`config.mk`:
```
export PLATFORM = sky130hd
export DESIGN_NAME = branch_predict_ctrl
export DESIGN_NICKNAME = d
export VERILOG_FILES = /design/src/rtl/branch_predict_ctrl.sv
export SDC_FILE = /design/constraint.sdc
export NUM_CORES = 1
export LEC_CHECK = 0
export ABC_AREA = 1
export BUFFER_PORTS_ARGS = -buffer_cell sky130_fd_sc_hd__buf_2
export CORE_ASPECT_RATIO = 2
export CORE_UTILIZATION = 58
export CTS_BUF_LIST = sky130_fd_sc_hd__clkbuf_16
export DETAILED_ROUTE_END_ITERATION = 10
export PLACE_DENSITY = 0.95
export SLEW_MARGIN = 30
export SYNTH_ARGS = -nofsm -noshare
export SYNTH_HDL_FRONTEND = slang
export SYNTH_SLANG_ARGS = --single-unit
```
`constraint.sdc`:
```
create_clock -name clk -period 3.68 [get_ports clk]
set_input_delay 0 -clock clk [delete_from_list [all_inputs] [get_ports clk]]
set_output_delay 0 -clock clk [all_outputs]
set_load 0.01 [all_outputs]
```
`src/rtl/branch_predict_ctrl.sv`:
```
// Purpose: bimodal 2-bit branch direction predictor with EX-stage resolve, flush/redirect FSM and stats.
// Latency: pred_taken is zero-cycle from if_pc; counter/stat updates land on the next clk edge.
// Backpressure: stall freezes resolve handling (no updates, no flush); a pending FLUSH cycle completes regardless.
module branch_predict_ctrl #(
    parameter int ENTRIES = 16,
    parameter int IDXW    = $clog2(ENTRIES)
) (
    input  logic        clk,
    input  logic        rst_n,
    input  logic [31:0] if_pc,
    output logic        pred_taken,
    input  logic        ex_valid,
    input  logic [1:0]  ex_kind,
    input  logic [31:0] ex_pc,
    input  logic [31:0] ex_target,
    input  logic        ex_taken,
    input  logic        ex_pred_taken,
    input  logic        stall,
    output logic        flush,
    output logic        redirect_valid,
    output logic [31:0] redirect_pc,
    output logic [31:0] br_count,
    output logic [31:0] mis_count
);

    typedef enum logic {
        IDLE  = 1'b0,
        FLUSH = 1'b1
    } state_t;

    state_t      state_q, state_d;
    logic [1:0]  ctr_q [ENTRIES];
    logic [1:0]  ctr_d [ENTRIES];
    logic [31:0] br_count_q, br_count_d;
    logic [31:0] mis_count_q, mis_count_d;

    logic [IDXW-1:0] if_idx;
    logic [IDXW-1:0] ex_idx;
    logic            is_cond;
    logic            is_jump;
    logic            resolve;
    logic            mispredict;
    logic [31:0]     pc_plus4;
    logic            unused_pc_bits;

    assign if_idx         = if_pc[IDXW+1:2];
    assign ex_idx         = ex_pc[IDXW+1:2];
    assign unused_pc_bits = ^{if_pc[31:IDXW+2], if_pc[1:0]};

    // Decode the EX instruction and derive the combinational control outputs.
    always_comb begin
        is_cond    = (ex_kind == 2'b01);
        is_jump    = ex_kind[1];
        resolve    = ex_valid && !stall && (state_q == IDLE) && (ex_kind != 2'b00);
        mispredict = resolve && ((is_cond && (ex_taken != ex_pred_taken)) ||
                                 (is_jump && !ex_pred_taken));
        pc_plus4   = ex_pc + 32'd4;
        // Taken branches and all jumps go to the target; a wrongly-predicted-taken branch falls through.
        redirect_pc    = (mispredict && (ex_taken || is_jump)) ? ex_target : pc_plus4;
        // Reset masks any flush/redirect so a mispredict on the inputs cannot leak out.
        redirect_valid = rst_n && mispredict;
        flush          = rst_n && (mispredict || (state_q == FLUSH));
        pred_taken     = ctr_q[if_idx][1];
    end

    // Next-state logic: FLUSH lasts exactly one cycle and always falls back to IDLE.
    always_comb begin
        state_d = state_q;
        case (state_q)
            IDLE:    if (mispredict) state_d = FLUSH;
            FLUSH:   state_d = IDLE;
            default: state_d = IDLE;
        endcase
    end

    // Saturating counter training and saturating statistics for resolved branches.
    always_comb begin
        ctr_d       = ctr_q;
        br_count_d  = br_count_q;
        mis_count_d = mis_count_q;
        if (resolve && is_cond) begin
            if (ex_taken && (ctr_q[ex_idx] != 2'b11)) begin
                ctr_d[ex_idx] = ctr_q[ex_idx] + 2'd1;
            end else if (!ex_taken && (ctr_q[ex_idx] != 2'b00)) begin
                ctr_d[ex_idx] = ctr_q[ex_idx] - 2'd1;
            end
            if (br_count_q != 32'hFFFF_FFFF) begin
                br_count_d = br_count_q + 32'd1;
            end
        end
        if (mispredict && (mis_count_q != 32'hFFFF_FFFF)) begin
            mis_count_d = mis_count_q + 32'd1;
        end
    end

    // State registers; reset puts every counter at weak not-taken.
    always_ff @(posedge clk) begin
        if (!rst_n) begin
            state_q     <= IDLE;
            br_count_q  <= 32'd0;
            mis_count_q <= 32'd0;
            for (int i = 0; i < ENTRIES; i++) begin
                ctr_q[i] <= 2'b01;
            end
        end else begin
            state_q     <= state_d;
            br_count_q  <= br_count_d;
            mis_count_q <= mis_count_d;
            ctr_q       <= ctr_d;
        end
    end

    assign br_count  = br_count_q;
    assign mis_count = mis_count_q;

endmodule

```
## Word-level counts from Yosys, hierarchy flattened

Index checks and enable logic that the tools add are counted.

| storage, ports and cells | value |
|---|---|
| output and inout bits | 99 |
| word-level logic and storage cells | 75 |
| bits in registers | 97 |

| operators by class | value |
|---|---|
| mux-type cells | 15 |
| bitwise operators | 3 |
| eq/ne operators | 5 |
| add/sub/neg operators | 5 |
| reduce and logical (&&, ||, !) cells | 25 |
| magnitude comparators | 3 |

Operators with widths:

| cell | number |
|---|---|
| 32-bit 2-to-1 mux | 3 |
| 32-bit by 1-bit adder with 32-bit output, second input constant | 2 |
| 32-bit bitwise mux | 2 |
| 32-bit != test, second input constant | 2 |
| 32-bit by 3-bit adder with 32-bit output, second input constant | 1 |
| 2-bit binary-select mux with 4-bit select | 2 |
| 1-bit logical AND | 14 |
| 5-bit greater-or-equal comparator, second input constant | 2 |
| 2-bit 2-to-1 mux | 5 |
| 4-bit NOT with 5-bit output | 2 |
| 2-bit demux with 4-bit select | 1 |
| 2-bit nonzero test | 3 |
| 5-bit by 1-bit less-than comparator with 1-bit output, second input constant | 1 |
| 2-bit AND reduction | 2 |
| 1-bit zero test | 3 |
| 1-bit logical OR | 3 |
| 2-bit by 1-bit adder with 2-bit output, second input constant | 1 |
| 2-bit by 1-bit == test with 1-bit output, second input constant | 1 |
| 2-bit != test, second input constant | 1 |
| 1-bit one-hot mux with 2 select lines | 1 |
| 2-bit by 1-bit subtractor with 2-bit output, second input constant | 1 |
| 1-bit 2-to-1 mux | 1 |
| 1-bit != test | 1 |
| 1-bit NOT | 1 |

## Depth between registers and ports, before layout

Gate-level depths: netlist of run 1.

| depth | value |
|---|---|
| depth after elaboration | 8 |
| mapped depth | 20 |

## Least setup slack after synthesis of run 1

Ideal clock, no wire load.

| timing path | value |
|---|---|
| kind | flip-flop to flip-flop |
| start point | reg (tool-made name) |
| end point | reg (tool-made name) |
| arrival time | 2.193 ns |
| required time | 3.546 ns |
| buffers on the path | 2 |
| cell stages (with the launch flop) | 20 |
| path slack | 1.354 ns |
| cell sequence | dfxtp_1 > nor2_1 > nor2_1 > o21ai_0 > nand2_1 > nand2_1 > nand2_1 > nor2_4 > buf_4 > inv_1 > ha_1 > nor2_1 > nor2_1 > nor2_1 > buf_2 > nand2_1 > nor2_1 > inv_1 > nand2_1 > nand3_1 |

==> results of run 1 <==
## worst max-delay path, delay by kind of cell (launching register included)
family | cells | cell delay, ns
flops | 1 | 0.32
fa+ha+maj | 1 | 0.22
buf+inv | 2 | 0.29
compound gates | 2 | 0.36
simple gates | 10 | 1.28
## metal layers
| layer | track usage | part of all wire |
|---|---|---|
| met3 | 0.0706 | 0.073 |
| met1 | 0.342 | 0.34 |
| met4 | 0.225 | 0.060 |
| met5 | 0 | 0 |
| met2 | 0.625 | 0.53 |
## worst paths after layout
path,end,slack (ns)
setup reg to reg,register,1.08
setup / recovery,register,1.08
hold reg to reg,register,0.47
hold / removal,state_q,0.12
## cells in the final DEF (no fill, tap or decap), types with 17 or more instances in the layout
cell type,n
a21oi_2,30
nor3_1,18
nand3_1,64
inv_1,110
xor2_1,25
nand2_1,452
a21oi_1,30
o21ai_0,57
dfxtp_1,97
buf_2,174
nand2_2,37
nor2_1,212
xnor2_1,17
## where the power goes
part,leakage (nW),internal (mW),switching [mW]
Clock,0.140,0.453,0.424
Sequential,0.782,1.05,0.00313
Combinational,2.92,0.110,0.217
Total,3.84,1.61,0.644
## layout make-up
cell class | instances | area, um2 | area share
timing repair buffer | 181 | 923 | 0.107
sequential | 97 | 1940 | 0.225
tap | 150 | 188 | 0.0218
clock buffer | 9 | 225 | 0.0261
clock inverter | 7 | 38.8 | 0.00450
inverter | 116 | 435 | 0.0505
multi-input combinational | 1017 | 4870 | 0.565
## cell families (layout without fill, tap and decap cells)
kind of cell,count (synthesis),count (layout),synth area share
fa+ha+maj,8,8,0.0134
compound gates,133,133,0.108
simple gates,834,834,0.479
flops,97,97,0.259
buf+inv,153,313,0.0915
xor+xnor,42,42,0.0491
## stage by stage
step / setup slack, ns / hold slack (ns) / utilization
floorplan: 1.35 / 0.119 / -
global placement: 1.04 / 0.270 / 0.666
detailed placement: 0.966 / 0.272 / 0.666
CTS: 1.15 / 0.114 / 0.687
global route: 0.887 / 0.159 / 0.687
finish: 1.08 / 0.122 / 0.687
==> flow_summary.yaml, run 1 <==
global_route:
  grt_pass1_vias: 8204
  grt_max_degree: 46
  grt-ovfl-total: 0
  grt.total_usage: 0.347
  grt_pass1_wl_um: 36300
  grt_antenna_before_repair: 0
floorplanning:
  io_pins: 203
  die-area_um2: 13400
  fp.dieH_um: 163
  die-width_um: 82.4
  start_util: 0.597
  fp-row-count: 58
  core_region_area_um2: 12600
cells_and_area:
  final_cell_area_um2: 8620
  final_nets: 1534
  area.growth.synth_to_final_pct: 15.1
  drive_above_1_share: 0.209
  antennaDiodeCount: 0
  nFillCells: 1121
  fin_cells: 1577
routing:
  first_iter_violations: 568
  vias: 8754
  route.detailed.drc: 0
  routed_wl_um: 22100
  first_pass_iters: 6
  avgViaCountPerCell: 5.55
  wl_per_cell_um: 14.0
  antenna_left: 0
clock_network:
  hold_buffers: 0
  cts.sinks: 97
  cts_root_buf: "clkbuf_16"
  cts_buffer_depth: 2
  cts_tree: "built"
  worstSkewPairLatency_ns: 0.35
  cts_setup_buffers: 0
  cts-resized-gates: 0
  clk_pin_slew_worst_paths_ns: 0.07
  htree_num_levels: 3
  cts-buffers-inserted: 9
placement:
  dp_cells: 1561
  postPlaceCellArea_um2: 8360
  dpl.hpwl_um: 16700
  place.gp.congestion: 1.02
  numPortBuffers: 174
worst_setup_path:
  r2r_cells: 15
  end_kind: "register"
  required_ns: 3.88
  crit_path_top_delay_cell: "nor2_1"
  cp_cell_sequence: "o21ai_0, o21ai_0, nand2_1, nand2_1, nor2_4, buf_4, ha_1, nor2_1, nor2_1, nor2_1, nand2_1, nor2_1, inv_1, nand2_1, nand3_1"
  worst_setup_path_start_kind: "register"
  max_stage_delay_ns: 0.33
  cp_max_fo: 17
  path_class: "register to register"
  critPathArrivalTime_ns: 2.80
synth:
  yosys_warnings: 0
  yosys-top-cells-count: "nand2_1, nor2_1, inv_1, dfxtp_1, nand3_1"
  synthTopCellsByArea: "dfxtp_1, nand2_1, nor2_1"
  synthDistinctLibCells: 36
  syn-cell-area_um2: 7490
  postSynthCellCount: 1267
  synth_edf_count: 0
  avgSynthCellArea_um2: 5.91
  synth_top_area_cell: "dfxtp_1"
  async_flop_share: 0
  yosys_most_used_dff: "dfxtp_1"
  synth_top_area_share: 0.259
  yosysMostFrequentCell: "nand2_1"
  syn_nets: 1379
  synth_seq_cells: 97
  yosysSeqAreaShare: 0.259
power:
  total_power_mw: 2.26
  p_per_area_nw_per_um2: 262
  vdd_drop_max_v: 0.000310
  p_leak_nw: 3.84
timing:
  fmax_mhz: 384
  setup_viol: 0
  clock_skew_ns: 0.0160
  tightest_slew_ns: 0.750
  fin_crit_sh: 0.707
  drv_slew: 0
  tns_ns: 0
  final_period_minus_worst_setup_slack_ns: 2.60
  rsz0062_at_grt: "false"
  slew_headroom: 0.500
  hold_violations: 0
status:
  status: "complete, no violations"
min_path:
  min-delay-start: "ex_pred_taken"
  min_path_cells: 5
  hold_path.class: "input pin to register"
run:
  cap_violations: 0
No activity file was read; power rests on OpenSTA's default activity.
==> run 2: changes to the inputs <==
CORE_UTILIZATION = 49   (was 58)
PLACE_DENSITY = 0.9   (was 0.95)
clock period = 2.2 ns   (was 3.68 ns; I/O delays follow)
==> flow_summary.yaml, run 2 (same netlist as run 1, synthesis figures left out) <==
power:
  p_leak_nw: 4.04
  vdd_drop_max_v: 0.000372
  p_seq_frac: 0.438
  p_int_mw: 2.95
  p_per_area_nw_per_um2: 442
  pwr-share-comb: 0.147
  clkPwrFrac: 0.416
  switching_share: 0.268
  total_power_mw: 4.03
  switchingPower_mw: 1.08
routing:
  routed_wl_um: 22300
  antenna_left: 0
  wl_per_cell_um: 13.6
  dr_wl_met3_um: 1080
  first_pass_iters: 7
  vias: 8651
  wl_met1_um: 7790
  route.detailed.drc: 0
  wl_met2_um: 12000
  topRoutingLayerUsed: "met4"
  first_iter_violations: 318
  avgViaCountPerCell: 5.25
timing:
  clock_skew_ns: 0.00935
  tightest_slew_ns: 0.658
  final_period_minus_worst_setup_slack_ns: 2.14
  drv_slew: 0
  rsz0062_at_grt: "true"
  fmax_mhz: 467
  tns_ns: 0
  finalWorstSetupSlack_ns: 0.0570
  slew_headroom: 0.561
  fin_crit_sh: 0.974
  hold_violations: 0
  setup_viol: 0
worst_setup_path:
  reg2reg_from: "ctr_q[3]"
  r2r_cells: 17
  required_ns: 2.50
  critPathTopFamily: "simple AND/OR/NAND/NOR gates"
  cp_cell_sequence: "inv_1, a21oi_1, o21ai_0, nand2_1, nand2_1, nand4_1, inv_1, ha_2, nor2_2, nor2_2, nor2_4, buf_6, nand2_4, nor2_4, buf_4, nand2_1, nand3_2"
  max_stage_delay_ns: 0.33
  cpMostUsedCell: "nand2_1"
  path_class: "register to register"
  end_kind: "register"
  cp_max_fo: 4
  crit_path_top_delay_cell: "dfxtp_1"
  r2r_slack_ns: 0.06
  worst_setup_path_start_kind: "register"
  path_buf_inv: 4
  critPathArrivalTime_ns: 2.44
floorplanning:
  die-width_um: 89.4
  io_pins: 203
  start_util: 0.503
  fp-row-count: 63
  fp.dieH_um: 177
  die-area_um2: 15800
  core_region_area_um2: 14900
min_path:
  min-delay-start: "ex_pred_taken"
  hold_path.class: "input pin to register"
  min_path_cells: 5
  hold_path_end: "state_q"
status:
  status: "complete, no violations"
cells_and_area:
  nFillCells: 1359
  area.growth.synth_to_final_pct: 21.7
  final_cell_mix: "nand2_1, nor2_1, buf_2, inv_1, dfxtp_1"
  final_common_cell: "nand2_1"
  final_cell_area_um2: 9120
  final_nets: 1559
  drive_above_1_share: 0.250
  final_util: 0.612
placement:
  dpl.hpwl_um: 17200
  numPortBuffers: 174
  place.gp.congestion: 0.987
  preCtsSetupSlack_ns: 0.0248
  postPlaceCellArea_um2: 8640
clock_network:
  cts_tree: "built"
  clk_pin_slew_worst_paths_ns: 0.07
  worstSkewPairLatency_ns: 0.36
  cts_root_buf: "clkbuf_16"
  hold_buffers: 0
  cts.sinks: 97
  cts-buffers-inserted: 9
  cts_buffer_depth: 2
  htree_num_levels: 3
run:
  cap_violations: 0
global_route:
  grt.total_usage: 0.281
  grt_antenna_before_repair: 1
  grt_pass1_vias: 7967
  grt_pass1_wl_um: 34400
  grt_max_degree: 45
  grt-ovfl-total: 0
-- run 2: cell count changes in the layout (fill, tap and decap cells not counted), sizes merged --
cell      delta
diode        +1
buf         +25
bufinv       +2
clkinv       -2
clkinvlp     +2
inv          -2
-- run 2: layout make-up --
cell class	count	area (um2)	area share
Multi-Input combinational cell	1017	5010	0.550
Sequential cell	97	1950	0.214
Timing Repair Buffer	206	1170	0.128
Inverter	116	435	0.0478
Tap cell	195	244	0.0268
Clock buffer	9	225	0.0247
Clock inverter	7	86.3	0.00947
Antenna cell	1	2.50	0.000274
-- run 2: what timing repair did --
item	in CTS	in global routing
setup endpoints to repair	0	32
buffers inserted	0	3
resized for setup	0	57
-- run 2: worst reg2reg max path, cell delays in order, from the launching register on --
cell     delay [ns]
dfxtp_1        0.33
inv_1          0.06
a21oi_1        0.10
o21ai_0        0.09
nand2_1        0.11
nand2_1        0.05
nand4_1        0.14
inv_1          0.07
ha_2           0.17
nor2_2         0.12
nor2_2         0.06
nor2_4         0.16
buf_6          0.16
nand2_4        0.08
nor2_4         0.13
buf_4          0.13
nand2_1        0.06
nand3_2        0.06
-- run 2: power groups by stage --
| stage | clock network [mW] | registers (mW) | logic [mW] |
|---|---|---|---|
| after floorplan | 0 | 1.81 | 0.333 |
| after global placement | 0 | 1.81 | 0.551 |
| after detailed placement | 0 | 1.81 | 0.559 |
| after CTS | 1.71 | 1.76 | 0.560 |
| after global routing | 1.76 | 1.77 | 0.644 |
| final | 1.68 | 1.77 | 0.591 |
-- run 2: through the flow --
| step | hold slack [ns] | cells |
|---|---|---|
| after detailed placement | 0.275 | 1627 |
| after CTS | 0.0674 | 1643 |
| after floorplan | 0.119 | 1267 |
| final | 0.0696 | 1648 |
| after global routing | 0.114 | 1648 |
| after global placement | 0.271 | 1627 |
-- run 2: worst max-delay path by stage --
stage,startpoint,endpoint,cells past startpoint
finish,ctr_q[3],register,17
global route,register,register,18
CTS,register,register,16
detailed placement,register,ctr_q[31],17
global placement,ex_pc[2],register,18
floorplan,register,register,19
-- run 2: metal layers --
| metal | track usage | vias up |
|---|---|---|
| li1 | - | 4338 |
| met1 | 0.257 | 3874 |
| met2 | 0.524 | 335 |
| met3 | 0.0354 | 104 |
| met4 | 0.231 | 0 |
| met5 | 0 | - |
